**src/rtl/serial_addsub.sv**
```systemverilog
// serial_addsub -- bit-serial adder/subtractor, LSB first.
//
// A single 1-bit full adder plus a carry flip-flop processes one bit per
// clock. An accepted request takes WIDTH RUN cycles, then a one-cycle DONE
// state pulses `done`. Subtraction is computed as a + ~b + 1 by inverting
// each b bit and seeding the carry with 1.
//
// Parameters:
//   WIDTH  operand/result width in bits (2..32), default 16
// Ports:
//   clk    rising-edge clock
//   reset  asynchronous active-high reset
//   start  request; accepted in IDLE or DONE, ignored while busy
//   op     0 = a + b, 1 = a - b (sampled with start)
//   a, b   operands (sampled with start)
//   busy   high while an operation is running (state RUN)
//   done   one-cycle pulse when out/c hold a fresh result (state DONE)
//   out    result, held until the final bit of the next operation
//   c      add: carry-out; subtract: borrow (inverted carry-out)
//   ovf    only when SERIAL_ADDSUB_OVF_EN is defined: signed overflow,
//          updated and held like c
module serial_addsub #(
    parameter int WIDTH = 16
) (
    input  logic             clk,
    input  logic             reset,
    input  logic             start,
    input  logic             op,
    input  logic [WIDTH-1:0] a,
    input  logic [WIDTH-1:0] b,
    output logic             busy,
    output logic             done,
    output logic [WIDTH-1:0] out,
    output logic             c
`ifdef SERIAL_ADDSUB_OVF_EN
    ,
    output logic             ovf
`endif
);

    localparam int CNT_W = (WIDTH > 2) ? $clog2(WIDTH) : 1;

    typedef enum logic [1:0] {
        IDLE = 2'b00,
        RUN  = 2'b01,
        DONE = 2'b10
    } state_t;

    state_t           state_r;
    state_t           next_state_s;
    logic [WIDTH-1:0] a_sh_r;
    logic [WIDTH-1:0] b_sh_r;
    logic [WIDTH-1:0] res_sh_r;
    logic [CNT_W-1:0] cnt_r;
    logic             carry_r;
    logic             op_r;
    logic             b_eff_s;
    logic             bit_s;
    logic             cout_s;
    logic             last_s;
    logic             accept_s;

    function automatic logic fa_sum(input logic x, input logic y, input logic ci);
        return x ^ y ^ ci;
    endfunction

    function automatic logic fa_carry(input logic x, input logic y, input logic ci);
        return (x & y) | (x & ci) | (y & ci);
    endfunction

    // One-bit datapath slice and request acceptance decode
    always_comb begin
        b_eff_s  = b_sh_r[0] ^ op_r;
        bit_s    = fa_sum(a_sh_r[0], b_eff_s, carry_r);
        cout_s   = fa_carry(a_sh_r[0], b_eff_s, carry_r);
        last_s   = (cnt_r == CNT_W'(WIDTH - 1));
        accept_s = start && ((state_r == IDLE) || (state_r == DONE));
    end

    // State register
    always_ff @(posedge clk or posedge reset) begin
        if (reset) begin
            state_r <= IDLE;
        end else begin
            state_r <= next_state_s;
        end
    end

    // Next-state logic; start is only honoured outside RUN
    always_comb begin
        next_state_s = state_r;
        case (state_r)
            IDLE: begin
                if (start) begin
                    next_state_s = RUN;
                end else begin
                    next_state_s = IDLE;
                end
            end
            RUN: begin
                if (last_s) begin
                    next_state_s = DONE;
                end else begin
                    next_state_s = RUN;
                end
            end
            DONE: begin
                if (start) begin
                    next_state_s = RUN;
                end else begin
                    next_state_s = IDLE;
                end
            end
            default: begin
                next_state_s = IDLE;
            end
        endcase
    end

    // Operand shifters, carry, bit counter and held result registers
    always_ff @(posedge clk or posedge reset) begin
        if (reset) begin
            a_sh_r   <= '0;
            b_sh_r   <= '0;
            res_sh_r <= '0;
            cnt_r    <= '0;
            carry_r  <= 1'b0;
            op_r     <= 1'b0;
            out      <= '0;
            c        <= 1'b0;
`ifdef SERIAL_ADDSUB_OVF_EN
            ovf      <= 1'b0;
`endif
        end else if (accept_s) begin
            a_sh_r   <= a;
            b_sh_r   <= b;
            res_sh_r <= '0;
            cnt_r    <= '0;
            // Carry seeded with op supplies the +1 of a + ~b + 1
            carry_r  <= op;
            op_r     <= op;
        end else if (state_r == RUN) begin
            a_sh_r   <= {1'b0, a_sh_r[WIDTH-1:1]};
            b_sh_r   <= {1'b0, b_sh_r[WIDTH-1:1]};
            res_sh_r <= {bit_s, res_sh_r[WIDTH-1:1]};
            cnt_r    <= cnt_r + CNT_W'(1);
            carry_r  <= cout_s;
            // The visible result only moves on the final bit, so out/c stay
            // stable for the whole of the following operation
            if (last_s) begin
                out <= {bit_s, res_sh_r[WIDTH-1:1]};
                c   <= cout_s ^ op_r;
`ifdef SERIAL_ADDSUB_OVF_EN
                // carry_r here is the carry into the MSB
                ovf <= carry_r ^ cout_s;
`endif
            end
        end
    end

    assign busy = (state_r == RUN);
    assign done = (state_r == DONE);

endmodule

```
**config.mk**
```make
export PLATFORM = sky130hd
export DESIGN_NAME = serial_addsub
export DESIGN_NICKNAME = d
export VERILOG_FILES = /design/src/rtl/serial_addsub.sv
export SDC_FILE = /design/constraint.sdc
export NUM_CORES = 1
export LEC_CHECK = 0
export ABC_AREA = 1
export CORE_MARGIN = 5
export CORE_UTILIZATION = 47
export CTS_CLUSTER_SIZE = 16
export DETAILED_ROUTE_END_ITERATION = 8
export GPL_TIMING_DRIVEN = 0
export MAX_ROUTING_LAYER = met4
export PLACE_DENSITY = 0.76
export SYNTH_ARGS = -nofsm -noshare
export SYNTH_HDL_FRONTEND = slang
export SYNTH_SLANG_ARGS = --single-unit
```
**constraint.sdc**
```tcl
create_clock -name clk -period 2.5 [get_ports clk]
set_clock_uncertainty 0.2 [all_clocks]
set_input_delay 0.5 -clock clk [delete_from_list [all_inputs] [get_ports clk]]
set_output_delay 0.5 -clock clk [all_outputs]
set_load 0.02 [all_outputs]
```
# After elaboration in Yosys (flattened, before gate mapping)
# Index checks and enable logic that the tools add are counted.
# W data, S select, Z words.
# op_classes
addsub	1
reduce_logical	6
muxes	13
n_eq_ne	3
n_bitwise	10
# op_table
op	n
$mux W16	6
$mux W4	2
$add A4 B1 Y4 const B	1
$eq A4 B4 Y1 const B	1
$pmux W2 S2	1
$xor A1 B1 Y1	4
$and A1 B1 Y1	3
$mux W1	3
$reduce_and A3 Y1	1
$eq A2 B1 Y1 const B	1
$eq A2 B2 Y1 const B	1
$logic_not A2 Y1	1
$mux W2	1
$or A1 B1 Y1	2
$reduce_bool A2 Y1	1
$reduce_or A2 Y1	1
$logic_and A1 B1 Y1	1
$logic_or A1 B1 Y1	1
$not A1 Y1	1
# word_totals
output_inout_bits	19
ff_bits	73
word_cells	42
inputBits	36

# Longest topological paths before layout
# Gate-level depths: netlist of the first run.
# depth
depth_word	6
depth_mapped	7
ltp_nobuf	6

# Worst setup path before layout of the first run
# OpenSTA, ideal clock, no wires.
# synth_path
path_type	register to output
from	reg state_r[0]
to	out busy
path_slack_ps	945
path_stages_with_launch	4
required_time_ps	1800
path_buffers	1
arrival_time_ps	855
cell_sequence	dfrtp_1 > inv_1 > nor2_2 > buf_4
# synth_via
elab_chain_cells	1
# synth_lines
element	line	text
start, declared	49	state_t state_r;
start signal, assigned	85	state_r <= next_state_s;
$eq A2 B1 Y1	161	assign busy = (state_r == RUN);
end, declared	31	output logic busy,
# No other way between the ends.

# Final worst setup path of the first run
# Same ends and word-level chain as after synthesis.

==> qor.log, run 1 <==
INFO  critical_path  timing.rr.end=out[14]
INFO  yosys          postSynth.asyncResetShare=100%
INFO  clocking       clock_insertion_delay_worst_skew=0.34ns
INFO  power_and_ir_drop sequentialPowerShare=40.0%
INFO  clocking       clkSinkCount=72
INFO  global_routing first_global_vias=2291
INFO  final_layout   fillers=533
INFO  timing         report.final.setup_viol=0
INFO  final_layout   syn_to_final_growth=29.8%
INFO  route          drt-wirelength-per-cell=12.4um
INFO  route          remaining_number_of_nets_flagged_by_the_antenna_check_after_routing=0
INFO  critical_path  critPathArrivalTime=1.59ns
INFO  power_and_ir_drop static-leakage-power=1.84nW
INFO  yosys          syn_inst=337
INFO  critical_path  critPathMaxStageDelay=0.39ns
INFO  outcome        status=finished, final reports clean
INFO  worst_hold_path hold_path.class=reg2reg
INFO  die            die_y_extent=90.0um
INFO  global_routing grt_first_pass_wirelength=10400um
INFO  critical_path  path_cells=inv_1 > nor2_4 > buf_4 > dlygate4sd2_1
INFO  yosys          syn-cell-area=3000squm
INFO  placement      gp_routability_congestion=0.812
INFO  yosys          post_synth.cell_area_avg=8.91squm
INFO  clocking       cts_root_buffer=clkbuf_8
INFO  final_layout   fin_area=3900squm
INFO  timing         final-hold-violation-count=0
INFO  route          detail_route.first_pass.iterations=4
INFO  die            floorplan.die.width=90.0um
INFO  clocking       worst_setup_hold_path_clk_slew=0.07ns
INFO  critical_path  critical_path.startpoint_type=register
INFO  die            boundaryPins=55
INFO  timing         final_critical_period=2.29ns
INFO  route          drc=0
INFO  critical_path  critPathRequiredTime=1.80ns
INFO  clocking       tritoncts=yes
INFO  timing         timing.setup.tns=0ns
INFO  critical_path  timing.rr.start=cnt_r[0]
INFO  yosys          dominantRegCellSynth=dfrtp_1
INFO  yosys          synth-seq-area-share=60.0%
INFO  yosys          yosysWarningCount=0
INFO  critical_path  worst_setup_path_end_kind=output pin
INFO  power_and_ir_drop share_comb_of_total_power=39.2%
INFO  placement      place_hpwl=4160um
INFO  power_and_ir_drop power_per_cell_area=1280nW/um^2
INFO  yosys          synth_nets=375
INFO  clocking       htree_num_levels=3
INFO  yosys          number_of_enable_type_register_cells_in_the_synthesized_netlist=0
INFO  power_and_ir_drop cell_internal_pwr=0.00317W
INFO  final_layout   layout-drive-gt1-share=9.56%
INFO  yosys          post_synth_most_frequent_cells=nand2_1, dfrtp_1, nand3_1
INFO  yosys          post_synth_num_cell_types=23
INFO  critical_path  worstSetupPathType=reg2out
INFO  power_and_ir_drop vdd_drop_max=0.000607V
INFO  timing         slew_viol_final=0
INFO  critical_path  critPathMaxFanout=10
INFO  global_routing grt_use_total=15.9%
INFO  die            fp.dieArea=8090squm
INFO  timing         worst_slew_margin_rel=49.0%
INFO  placement      buffer_ports.inserted=54
INFO  route          vias=2358
INFO  timing         ratio_of_final_minimum_period_to_clock_period=91.4%
INFO  global_routing grt_overflow=0
INFO  global_routing antenna_found_initial=0
INFO  timing         maximum_operating_frequency=0.438GHz
INFO  placement      postPlaceCellArea=3660squm
INFO  power_and_ir_drop total_switching_power=0.00181W
INFO  power_and_ir_drop power.share.switching=36.3%
INFO  clocking       cts-hold-fix-buffers=0
INFO  critical_path  timing.critical_path.slowest_stage_cell=dfrtp_1
INFO  critical_path  flop_to_flop_setup_slack=0.72ns
INFO  global_routing grt_start_max_net_pins=39
INFO  power_and_ir_drop power.clock.fraction=20.8%
INFO  final_layout   antenna_cells=0
INFO  yosys          synth_top_area_cell=dfrtp_1
INFO  yosys          synth_area_leaders=dfrtp_1, nand2_1, nand3_1
INFO  clocking       cts-buffers-inserted=9
INFO  route          totalWireLength=6020um
INFO  run            cap_viol_max_count=0
INFO  critical_path  worst_r2r_path_depth=5
INFO  clocking       cts.path.max_buffers=2
INFO  route          drt_initial_violations=136
INFO  die            floorplan.initialDensity=47.9%
INFO  critical_path  worst_setup_endpoint=busy
INFO  yosys          yosys_register_bits=72
INFO  timing         transition_time_at_the_pin_with_the_least_slew_margin=0.764ns
INFO  yosys          synth_largest_type_area_fraction=60.0%
INFO  final_layout   fin_nets=441
INFO  yosys          synth_most_common_cell=nand2_1
INFO  route          detailed_route_vias_per_instance=4.86
INFO  critical_path  cp-startpoint=state_r[0]
INFO  die            rows=29
INFO  die            floorplan.core_area=6280squm
INFO  timing         grt_setup_unrepaired=no
cell families after synthesis:
| family | Yosys count | share of synthesized area [%] |
|---|---|---|
| XOR/XNOR | 2 | 0.583 |
| flip-flops | 72 | 60.0 |
| adder cells (fa/ha/maj) | 2 | 1.08 |
| buffers and inverters | 38 | 6.04 |
| AO/OA/AOI/OAI | 36 | 6.58 |
| AND/OR/NAND/NOR | 187 | 25.7 |
state kept, by name (all words and copies together), names as in the netlist:
register,flops
state_r,2
cnt_r,4
out,16
a_sh_r,16
op_r,1
res_sh_r,15
b_sh_r,16
carry_r,1
c,1
cell type report:
cell class,instances,area (sq um),share of cell area (%)
Timing Repair Buffer,55,559,14.3
Tap cell,77,96.3,2.47
Clock buffer,11,151,3.88
Buffer,15,95.1,2.44
Multi-Input combinational cell,227,1030,26.3
Clock inverter,5,78.8,2.02
Sequential cell,72,1800,46.2
Inverter,23,90.1,2.31
worst min-delay path by stage:
stage                 end  depth (start not counted)         start  slack (ns)
2_1_floorplan  a_sh_r[15]                          2    a_sh_r[15]        0.24
3_3_place_gp   a_sh_r[15]                          2    a_sh_r[15]        0.26
3_5_place_dp   b_sh_r[15]                          2    b_sh_r[15]        0.26
4_1_cts        b_sh_r[15]                          2    b_sh_r[15]        0.28
5_1_grt           out[10]                          2  res_sh_r[11]        0.31
6_report       b_sh_r[15]                          2    b_sh_r[15]        0.28
cells in the final DEF (no fill, tap or decap), types with 3 or more instances in the layout:
cell             netlist  final
nand2_1              144    144
dfrtp_1               72     72
clkdlybuf4s50_1        0     53
nand3_1               32     32
inv_1                 21     20
o21ai_0               19     19
o22ai_1               14     14
clkbuf_8               0     11
buf_2                  6      6
nor2_1                 4      4
clkbuf_1               3      3
a21oi_1                3      3
buf_6                  3      3
worst max-delay path: cells and delay by family, from the launching register on:
kind / cells / cell delay, ns
flops: 1 / 0.39
simple gates: 1 / 0.20
buf+inv: 3 / 0.66
metal layers:
| metal | GRT usage, % | up-vias | part of all wire, % |
|---|---|---|---|
| met4 | 5.58 | 0 | 1.4 |
| met5 | - | - | 0 |
| met2 | 23.9 | 55 | 46 |
| met3 | 3.76 | 9 | 5.1 |
| li1 | - | 1207 | - |
| met1 | 21.2 | 1087 | 47 |
power by group through the flow:
stage / Sequential [W] / Clock, W / Combinational, W
2_1_floorplan: 0.00213 / 0 / 0.00116
4_1_cts: 0.00200 / 0.00106 / 0.00197
6_report: 0.00199 / 0.00104 / 0.00195
3_3_place_gp: 0.00199 / 0 / 0.00191
5_1_grt: 0.00206 / 0.00111 / 0.00220
3_5_place_dp: 0.00201 / 0 / 0.00196
per-stage QoR:
stage	hold slack, ns	std cells	utilization (%)	power [W]	worst slack [ns]
global placement	0.256	468	58.1	0.00390	0.148
finish	0.279	485	62.1	0.00497	0.215
CTS	0.281	485	62.1	0.00503	0.199
floorplan	0.242	337	-	0.00329	0.945
global route	0.305	485	62.1	0.00538	0.107
detailed placement	0.263	469	58.4	0.00398	0.196
what timing repair did:
item	CTS	global route
setup endpoints to repair	1	0
setup buffers	0	0
resized for setup	2	0
No activity file was read; power rests on OpenSTA's default activity.
==> inputs of run 2 (changes only) <==
==> constraint.sdc (replaced) <==
create_clock -name clk -period 2.5 [get_ports clk]
set_clock_uncertainty 0.2 [all_clocks]
set_input_delay 0.5 -clock clk [delete_from_list [all_inputs] [get_ports clk]]
set_output_delay 0.5 -clock clk [all_outputs]
set_load 0.005 [all_outputs]
==> qor.log, run 2 (synthesized netlist as in run 1, its figures left out) <==
INFO  outcome        status=finished, final reports clean [unchanged]
INFO  route          drt_initial_violations=143 [was 136]
INFO  critical_path  worst_r2r_path_depth=5 [unchanged]
INFO  worst_hold_path holdPathStages=2 [unchanged]
INFO  final_layout   fillers=532 [was 533]
INFO  global_routing grt_overflow=0 [unchanged]
INFO  clocking       clock_insertion_delay_worst_skew=0.33ns [was 0.34 ns]
INFO  die            fp.dieArea=8090squm [unchanged]
INFO  critical_path  timing.critical_path.slowest_stage_cell=clkdlybuf4s50_1 [was dfrtp_1]
INFO  die            die_y_extent=90.0um [unchanged]
INFO  global_routing grt_first_pass_wirelength=10400um [unchanged]
INFO  timing         slew_viol_final=0 [unchanged]
INFO  final_layout   area.sequential=1800squm [unchanged]
INFO  clocking       htree_num_levels=3 [unchanged]
INFO  critical_path  critPathRequiredTime=1.80ns [about the same]
INFO  final_layout   fin_nets=442 [was 441]
INFO  final_layout   largest_registers=a_sh_r (16), b_sh_r (16), out (16) [unchanged]
INFO  critical_path  critPathMaxFanout=10 [unchanged]
INFO  clocking       cts_root_buffer=clkbuf_8 [unchanged]
INFO  power_and_ir_drop vdd_drop_max=0.000543V [was 0.000607 V]
INFO  final_layout   syn_to_final_growth=30.1% [was 29.8%]
INFO  critical_path  critPathArrivalTime=1.69ns [was 1.59 ns]
INFO  critical_path  critical_path.startpoint_type=register [unchanged]
INFO  final_layout   final_common_cell=nand2_1 [unchanged]
INFO  placement      buffer_ports.inserted=54 [unchanged]
INFO  die            boundaryPins=55 [unchanged]
INFO  critical_path  path_cells=inv_1 > nor2_4 > buf_4 > clkdlybuf4s50_1 [was inv_1 > nor2_4 > buf_4 > dlygate4sd2_1]
INFO  route          drt-wirelength-per-cell=12.4um [about the same]
INFO  timing         final-hold-violation-count=0 [unchanged]
INFO  critical_path  worstSetupPathType=reg2out [unchanged]
INFO  power_and_ir_drop static-leakage-power=1.85nW [was 1.84 nW]
INFO  power_and_ir_drop power_per_cell_area=1230nW/um^2 [was 1280 nW/um^2]
INFO  timing         grt_setup_unrepaired=no [unchanged]
INFO  run            cap_viol_max_count=0 [unchanged]
INFO  route          totalWireLength=6010um [was 6020 um]
INFO  timing         maximum_operating_frequency=0.419GHz [was 0.438 GHz]
INFO  route          drc=0 [unchanged]
INFO  clocking       cts-buffers-inserted=9 [unchanged]
INFO  timing         report.final.setup_viol=0 [unchanged]
INFO  global_routing antenna_found_initial=0 [unchanged]
INFO  final_layout   layout.cells.most_common_list=nand2_1, dfrtp_1, clkdlybuf4s50_1 [unchanged]
INFO  route          remaining_number_of_nets_flagged_by_the_antenna_check_after_routing=0 [unchanged]
INFO  clocking       clkSinkCount=72 [unchanged]
INFO  final_layout   antenna_cells=0 [unchanged]
INFO  critical_path  critPathMaxStageDelay=0.51ns [was 0.39 ns]
INFO  timing         transition_time_at_the_pin_with_the_least_slew_margin=0.758ns [was 0.764 ns]
INFO  placement      post-place-cells=469 [unchanged]
INFO  die            floorplan.core_area=6280squm [unchanged]
INFO  global_routing first_global_vias=2291 [unchanged]
INFO  timing         ratio_of_final_minimum_period_to_clock_period=95.5% [was 91.4%]
INFO  die            floorplan.die.width=90.0um [unchanged]
INFO  worst_hold_path hold_path.class=reg2reg [unchanged]
INFO  clocking       tritoncts=yes [unchanged]
INFO  route          vias=2353 [was 2358]
INFO  timing         final_critical_period=2.39ns [was 2.29 ns]
INFO  timing         timing.setup.tns=0ns [unchanged]
INFO  critical_path  worst_setup_path_end_kind=output pin [unchanged]
INFO  placement      place_hpwl=4160um [unchanged]
INFO  clocking       cts-hold-fix-buffers=0 [unchanged]
INFO  placement      gp_routability_congestion=0.812 [unchanged]
INFO  final_layout   multi_input_area=1030squm [unchanged]
INFO  timing         worst_slew_margin_rel=49.4% [was 49.0%]
INFO  global_routing grt_start_max_net_pins=39 [unchanged]
INFO  die            floorplan.initialDensity=47.9% [unchanged]
INFO  route          detail_route.first_pass.iterations=5 [was 4]
INFO  die            rows=29 [unchanged]
INFO  final_layout   layout-drive-gt1-share=9.78% [was 9.56%]
INFO  clocking       cts.path.max_buffers=2 [unchanged]
INFO  global_routing grt_use_total=15.9% [unchanged]
INFO  route          detailed_route_vias_per_instance=4.84 [was 4.86]
INFO  clocking       worst_setup_hold_path_clk_slew=0.07ns [about the same]
INFO  final_layout   final-instance-count-excl-fill=486 [was 485]
## run 2: routing by layer
layer	track usage, %	wire [um]
met2	23.9	2880
met4	5.58	36
met5	-	0
met1	21.2	2790
met3	3.76	296
## run 2: timing repair
action / 4_1_cts / 5_1_grt
setup endpoints to repair: 1 / 1
setup buffers: 0 / 1
pin swaps: 0 / 1
endpoints found under the hold margin: 0 / 0
resized for setup: 1 / 0
## run 2: layout make-up
type	count	area share (%)
tap	77	2.47
multi-input combinational	227	26.3
inverter	23	2.31
timing repair buffer	56	14.5
clock buffer	11	3.87
clock inverter	5	2.02
buffer	15	2.43
sequential	72	46.1
## run 2: worst max-delay path, delay by kind of cell (launching register included)
family / cells / cell delay, ns
flops: 1 / 0.39
buf+inv: 3 / 0.80
simple gates: 1 / 0.16
## run 2: final timing paths
check | from | end | slack, ns
max | state_r[0] | busy | 0.11
min reg2reg | b_sh_r[15] | b_sh_r[15] | 0.28
max reg2reg | cnt_r[0] | out[14] | 0.73
min | b_sh_r[15] | b_sh_r[15] | 0.28
min in group asynchronous | reset | out[4] | 0.45
max in group asynchronous | reset | a_sh_r[12] | 1.03
## run 2: report_power, final
group	switching, W	internal [W]	leakage [nW]
Sequential	0.000285	0.00171	0.886
Combinational	0.000930	0.000859	0.843
Clock	0.000416	0.000615	0.119
Total	0.00163	0.00318	1.85
## run 2: per-stage QoR
| step | power (W) | area [sq um] | util [%] | setup slack, ns | hold slack (ns) |
|---|---|---|---|---|---|
| 5_1_grt | 0.00522 | 3910 | 62.2 | 0.00598 | 0.305 |
| 3_5_place_dp | 0.00380 | 3660 | 58.4 | 0.299 | 0.263 |
| 6_report | 0.00481 | 3910 | 62.2 | 0.112 | 0.279 |
| 2_1_floorplan | 0.00312 | 3010 | - | 0.956 | 0.242 |
| 4_1_cts | 0.00485 | 3900 | 62.1 | 0.0291 | 0.281 |
| 3_3_place_gp | 0.00373 | 3640 | 58.1 | 0.148 | 0.256 |
